===== src/rtl/wb_stage.sv =====
// Writeback stage of the rv32i pipeline: waits for the data-memory response,
// aligns load data, drives the register-file write port and RVFI commit outputs.
module wb_stage #(
  parameter int unsigned ORDER_W = 64
) (
  input  logic               clk,
  input  logic               rst,
  input  logic               pipe_advance,
  input  logic               in_valid,
  input  logic [4:0]         in_rd_addr,
  input  logic [31:0]        in_alu_out,
  input  logic [31:0]        in_pc_next,
  input  logic [1:0]         in_wb_sel,
  input  logic               in_regf_we,
  input  logic [2:0]         in_funct3,
  input  logic [3:0]         in_mem_rmask,
  input  logic [3:0]         in_mem_wmask,
  input  logic [31:0]        dmem_rdata,
  input  logic               dmem_resp,
  output logic               dmem_stall,
  output logic               dmem_resp_err,
  output logic               regf_we,
  output logic [4:0]         regf_rd_addr,
  output logic [31:0]        regf_wdata,
  output logic               rvfi_valid,
  output logic [ORDER_W-1:0] rvfi_order,
  output logic [4:0]         rvfi_rd_addr,
  output logic [31:0]        rvfi_rd_wdata,
  output logic [31:0]        rvfi_mem_rdata
);

  typedef enum logic [1:0] {
    IDLE,
    WAIT,
    DONE
  } state_t;

  state_t               state;
  logic [31:0]          rdata_hold;
  logic [ORDER_W-1:0]   order_cnt;

  logic                 mem_acc;
  logic                 commit;
  logic [31:0]          load_word;
  logic [7:0]           ld_byte;
  logic [15:0]          ld_half;
  logic [31:0]          load_data;

  always_comb begin
    mem_acc       = in_valid & ((in_mem_rmask != '0) | (in_mem_wmask != '0));
    dmem_stall    = 1'b0;
    dmem_resp_err = 1'b0;
    case (state)
      IDLE: begin
        dmem_stall    = mem_acc & ~dmem_resp;
        dmem_resp_err = dmem_resp & ~mem_acc;
      end
      WAIT:    dmem_stall    = ~dmem_resp;
      DONE:    dmem_resp_err = dmem_resp;
      default: ;
    endcase
  end

  // Once the response has been captured, the bus word may change under a stall.
  always_comb begin
    load_word = (state == DONE) ? rdata_hold : dmem_rdata;
    ld_byte   = load_word[8*in_alu_out[1:0] +: 8];
    ld_half   = in_alu_out[1] ? load_word[31:16] : load_word[15:0];
    case (in_funct3)
      3'b000:  load_data = {{24{ld_byte[7]}}, ld_byte};
      3'b100:  load_data = {24'd0, ld_byte};
      3'b001:  load_data = {{16{ld_half[15]}}, ld_half};
      3'b101:  load_data = {16'd0, ld_half};
      3'b010:  load_data = load_word;
      default: load_data = '0;
    endcase
  end

  always_comb begin
    case (in_wb_sel)
      2'd0:    regf_wdata = in_alu_out;
      2'd1:    regf_wdata = load_data;
      2'd2:    regf_wdata = in_pc_next;
      default: regf_wdata = '0;
    endcase
  end

  always_comb begin
    commit         = pipe_advance & in_valid & ~dmem_stall;
    regf_we        = commit & in_regf_we & (in_rd_addr != '0);
    regf_rd_addr   = in_rd_addr;
    rvfi_valid     = commit;
    rvfi_order     = order_cnt;
    rvfi_rd_addr   = regf_we ? in_rd_addr : '0;
    rvfi_rd_wdata  = regf_we ? regf_wdata : '0;
    rvfi_mem_rdata = (in_mem_rmask != '0) ? load_word : '0;
  end

  always_ff @(posedge clk) begin
    if (rst) begin
      state      <= IDLE;
      rdata_hold <= '0;
      order_cnt  <= '0;
    end else begin
      if (commit)
        order_cnt <= order_cnt + ORDER_W'(1);
      case (state)
        IDLE: begin
          if (mem_acc) begin
            if (!dmem_resp) begin
              state <= WAIT;
            end else if (!pipe_advance) begin
              rdata_hold <= dmem_rdata;
              state      <= DONE;
            end
          end
        end
        WAIT: begin
          if (dmem_resp) begin
            if (pipe_advance) begin
              state <= IDLE;
            end else begin
              rdata_hold <= dmem_rdata;
              state      <= DONE;
            end
          end
        end
        DONE: begin
          if (pipe_advance)
            state <= IDLE;
        end
        default: state <= IDLE;
      endcase
    end
  end

endmodule


===== config.mk =====
export PLATFORM = sky130hd
export DESIGN_NAME = wb_stage
export DESIGN_NICKNAME = d
export VERILOG_FILES = /design/src/rtl/wb_stage.sv
export SDC_FILE = /design/constraint.sdc
export NUM_CORES = 1
export LEC_CHECK = 0
export CAP_MARGIN = 10
export CORE_ASPECT_RATIO = 2
export CORE_MARGIN = 2
export CORE_UTILIZATION = 40
export DETAILED_ROUTE_END_ITERATION = 8
export HOLD_SLACK_MARGIN = 0.12
export PLACE_DENSITY = 0.85
export REMOVE_ABC_BUFFERS = 1
export SYNTH_ARGS = -nofsm -noshare
export SYNTH_HDL_FRONTEND = slang
export SYNTH_SLANG_ARGS = --single-unit
export TNS_END_PERCENT = 5

===== constraint.sdc =====
create_clock -name clk -period 3.8 [get_ports clk]
set_input_delay 0.38 -clock clk [delete_from_list [all_inputs] [get_ports clk]]
set_output_delay 0.38 -clock clk [all_outputs]
set_load 0.05 [all_outputs]

==> impl_metrics.json <==
{
  "status": "finished, final reports clean",
  "viasPerCell": 5.981,
  "path_clk_slew_ns": 0.08,
  "syn_avg_cell_area_sq_um": 7.865,
  "cts.path.max_buffers": 2,
  "overflow": 0,
  "dpl_cell_area_sq_mm": 0.01055,
  "cts_root_buffer": "clkbuf_16",
  "remaining_drc_errors": 0,
  "irDropWorstVdd_uv": 193.8,
  "ys.flop_type": "dfxtp_1",
  "tightest_slew_ns": 0.7607,
  "critPathLaunchType": "flip-flop",
  "yosys.area.top_type_share_pct": 29.35,
  "yosysTopAreaCell": "dfxtp_1",
  "grt_pass1_wl_mm": 42.35,
  "grt_antenna_before_repair": 5,
  "async_flop_share_pct": 0,
  "hold_path_class": "flip-flop to flip-flop",
  "grt_pass1_vias": 7890,
  "dr.pass1.iters": 5,
  "gp_congestion": 0.9950,
  "min_period_over_period_pct": 91.25,
  "dp_hpwl_mm": 21.48,
  "first_iter_violations": 366,
  "fmax_mhz": 288.4,
  "grt_max_degree": 72,
  "crit_fanout": 25,
  "synth_common_cells": "dfxtp_1 (98), nor2_1 (94), mux2i_1 (88), a21oi_1 (62), clkbuf_1 (47)",
  "powerDensity_mw_per_mm2": 274.8,
  "synth-edff-count": 0,
  "pin_count": 294,
  "worst_hold_slack_ns": 0.4970,
  "cts_buffers": 9,
  "syn_to_final_growth_pct": 62.66,
  "numPortBuffers": 293,
  "synth_seq_area_share_pct": 29.35,
  "synth_cells": 850,
  "cp-end-kind": "primary output",
  "skew_ns": 0.01300,
  "setup_violations": 0,
  "die_h_microns": 186.8,
  "ant_nets": 0,
  "critPathKind": "flip-flop to primary output",
  "cts_resized": 0,
  "track_usage_pct": 30.41,
  "rsz0062_at_grt": "false",
  "cts_tree": "built",
  "slew_headroom_pct": 49.28,
  "yosysWarningCount": 0,
  "ys_types": 46,
  "hold_viol": 0,
  "drive_gt1_share_pct": 14.45,
  "final_max_slew_viol_count": 0,
  "rows": 66,
  "period_minus_slack_ns": 3.467,
  "initial_core_util_pct": 40.89,
  "worstSkewPairLatency_ns": 0.35,
  "max_cap_violations": 0,
  "ys_ff_latch": 98,
  "wl_mm": 27.60,
  "p_leak_uw": 0.003954,
  "core_sq_mm": 0.01635,
  "syn_area_sq_mm": 0.006685,
  "arrival_ns": 3.09,
  "fin_area_sq_mm": 0.01087,
  "hold_buffers": 0,
  "post-cts-setup-buffers": 0,
  "cts.htree.levels": 3,
  "cts.sinks": 98,
  "synth.most_common_cell": "dfxtp_1",
  "via_count": 7949,
  "die_area_sq_mm": 0.01783,
  "wl_per_cell_microns": 20.76,
  "ys_top_cells_by_area": "dfxtp_1 (29%), mux2i_1 (13%), nor2_1 (5.3%)",
  "required_ns": 3.42,
  "die_x_microns": 95.42,
  "finalNetCount": 1237
}
[layer usage]
layer  global-route usage, %  routed length, microns
met5                       0                      17
met2                   56.23                   14900
met3                   7.252                    2285
met4                   19.84                    1705
met1                   28.30                    8686
[path summary, 6_finish.rpt]
kind,startpoint,endpoint,slack (ns),depth (start not counted)
setup / recovery,state[0],rvfi_mem_rdata[20],0.33,6
hold / removal,rdata_hold[12],rdata_hold[12],0.50,2
setup reg to reg,rvfi_order[3],rvfi_order[33],1.09,6
hold reg to reg,rdata_hold[12],rdata_hold[12],0.50,2
[worst max-delay path: stages, from the launching register on]
cell	delay (ns)
dfxtp_1	0.48
nand2b_2	0.50
buf_12	0.27
buf_4	0.18
mux2i_1	0.48
nor2_1	0.10
clkdlybuf4s50_1	0.72
[state kept, by name, indices dropped and copies added (netlist names)]
name,count
rdata_hold,32
rvfi_order,64
state,2
[stage by stage]
step           setup slack (ns)  instances  util, %  power (uW)  setup TNS (ns)
6_report                 0.3326       1329    66.51        2988               0
3_3_place_gp             0.3947       1309    64.50        2017               0
4_1_cts                  0.2980       1325    66.44        2996               0
5_1_grt                 0.04481       1329    66.51        3093               0
2_1_floorplan            -4.825        784        -        1545         -242.36
3_5_place_dp             0.3509       1309    64.50        2028               0
[layout by cell type (no fill, tap or decap), types with 12 or more instances in the layout]
cell type | synthesis | final
o31ai_1 | 23 | 23
or2_2 | 20 | 20
buf_12 | 0 | 72
dfxtp_1 | 98 | 98
buf_4 | 5 | 29
or4_1 | 28 | 28
nand3_1 | 28 | 28
o22ai_1 | 12 | 12
o21ai_0 | 41 | 41
clkdlybuf4s50_1 | 0 | 219
a21oi_1 | 62 | 62
a211oi_1 | 15 | 14
mux2i_1 | 88 | 88
nand2_1 | 36 | 36
or3_1 | 26 | 26
and2_1 | 21 | 21
xor2_1 | 12 | 12
nor2_1 | 94 | 94
nor3_1 | 36 | 36
nand4_1 | 27 | 27
[power by group]
part / leakage, uW / switching (uW) / internal, uW
Clock: 0.000156 / 441 / 531
Combinational: 0.00301 / 540 / 422
Sequential: 0.000792 / 12.5 / 1040
[cell families (layout without fill, tap and decap cells)]
kind of cell             after synthesis  in the layout  share of synthesized area [%]
multiplexers                         106            106                          17.39
AND/OR/NAND/NOR                      363            363                          28.75
AO/OA/AOI/OAI                        186            186                          17.09
XOR/XNOR                              19             19                          2.489
other                                  0              4                              0
adder cells (fa/ha/maj)                1              1                         0.1871
buffers and inverters                 77            348                          4.754
flip-flops                            98             98                          29.35
[area by class of cell]
type | instances | area (sq um)
fill | 1335 | 5477
multi-input combinational | 675 | 4432
timing repair buffer | 321 | 3856
sequential | 98 | 1962
tap | 204 | 255.2
clock buffer | 9 | 225.2
clock inverter | 7 | 92.59
inverter | 11 | 41.29
antenna | 4 | 10.01
(Power assumes the default switching activity.)
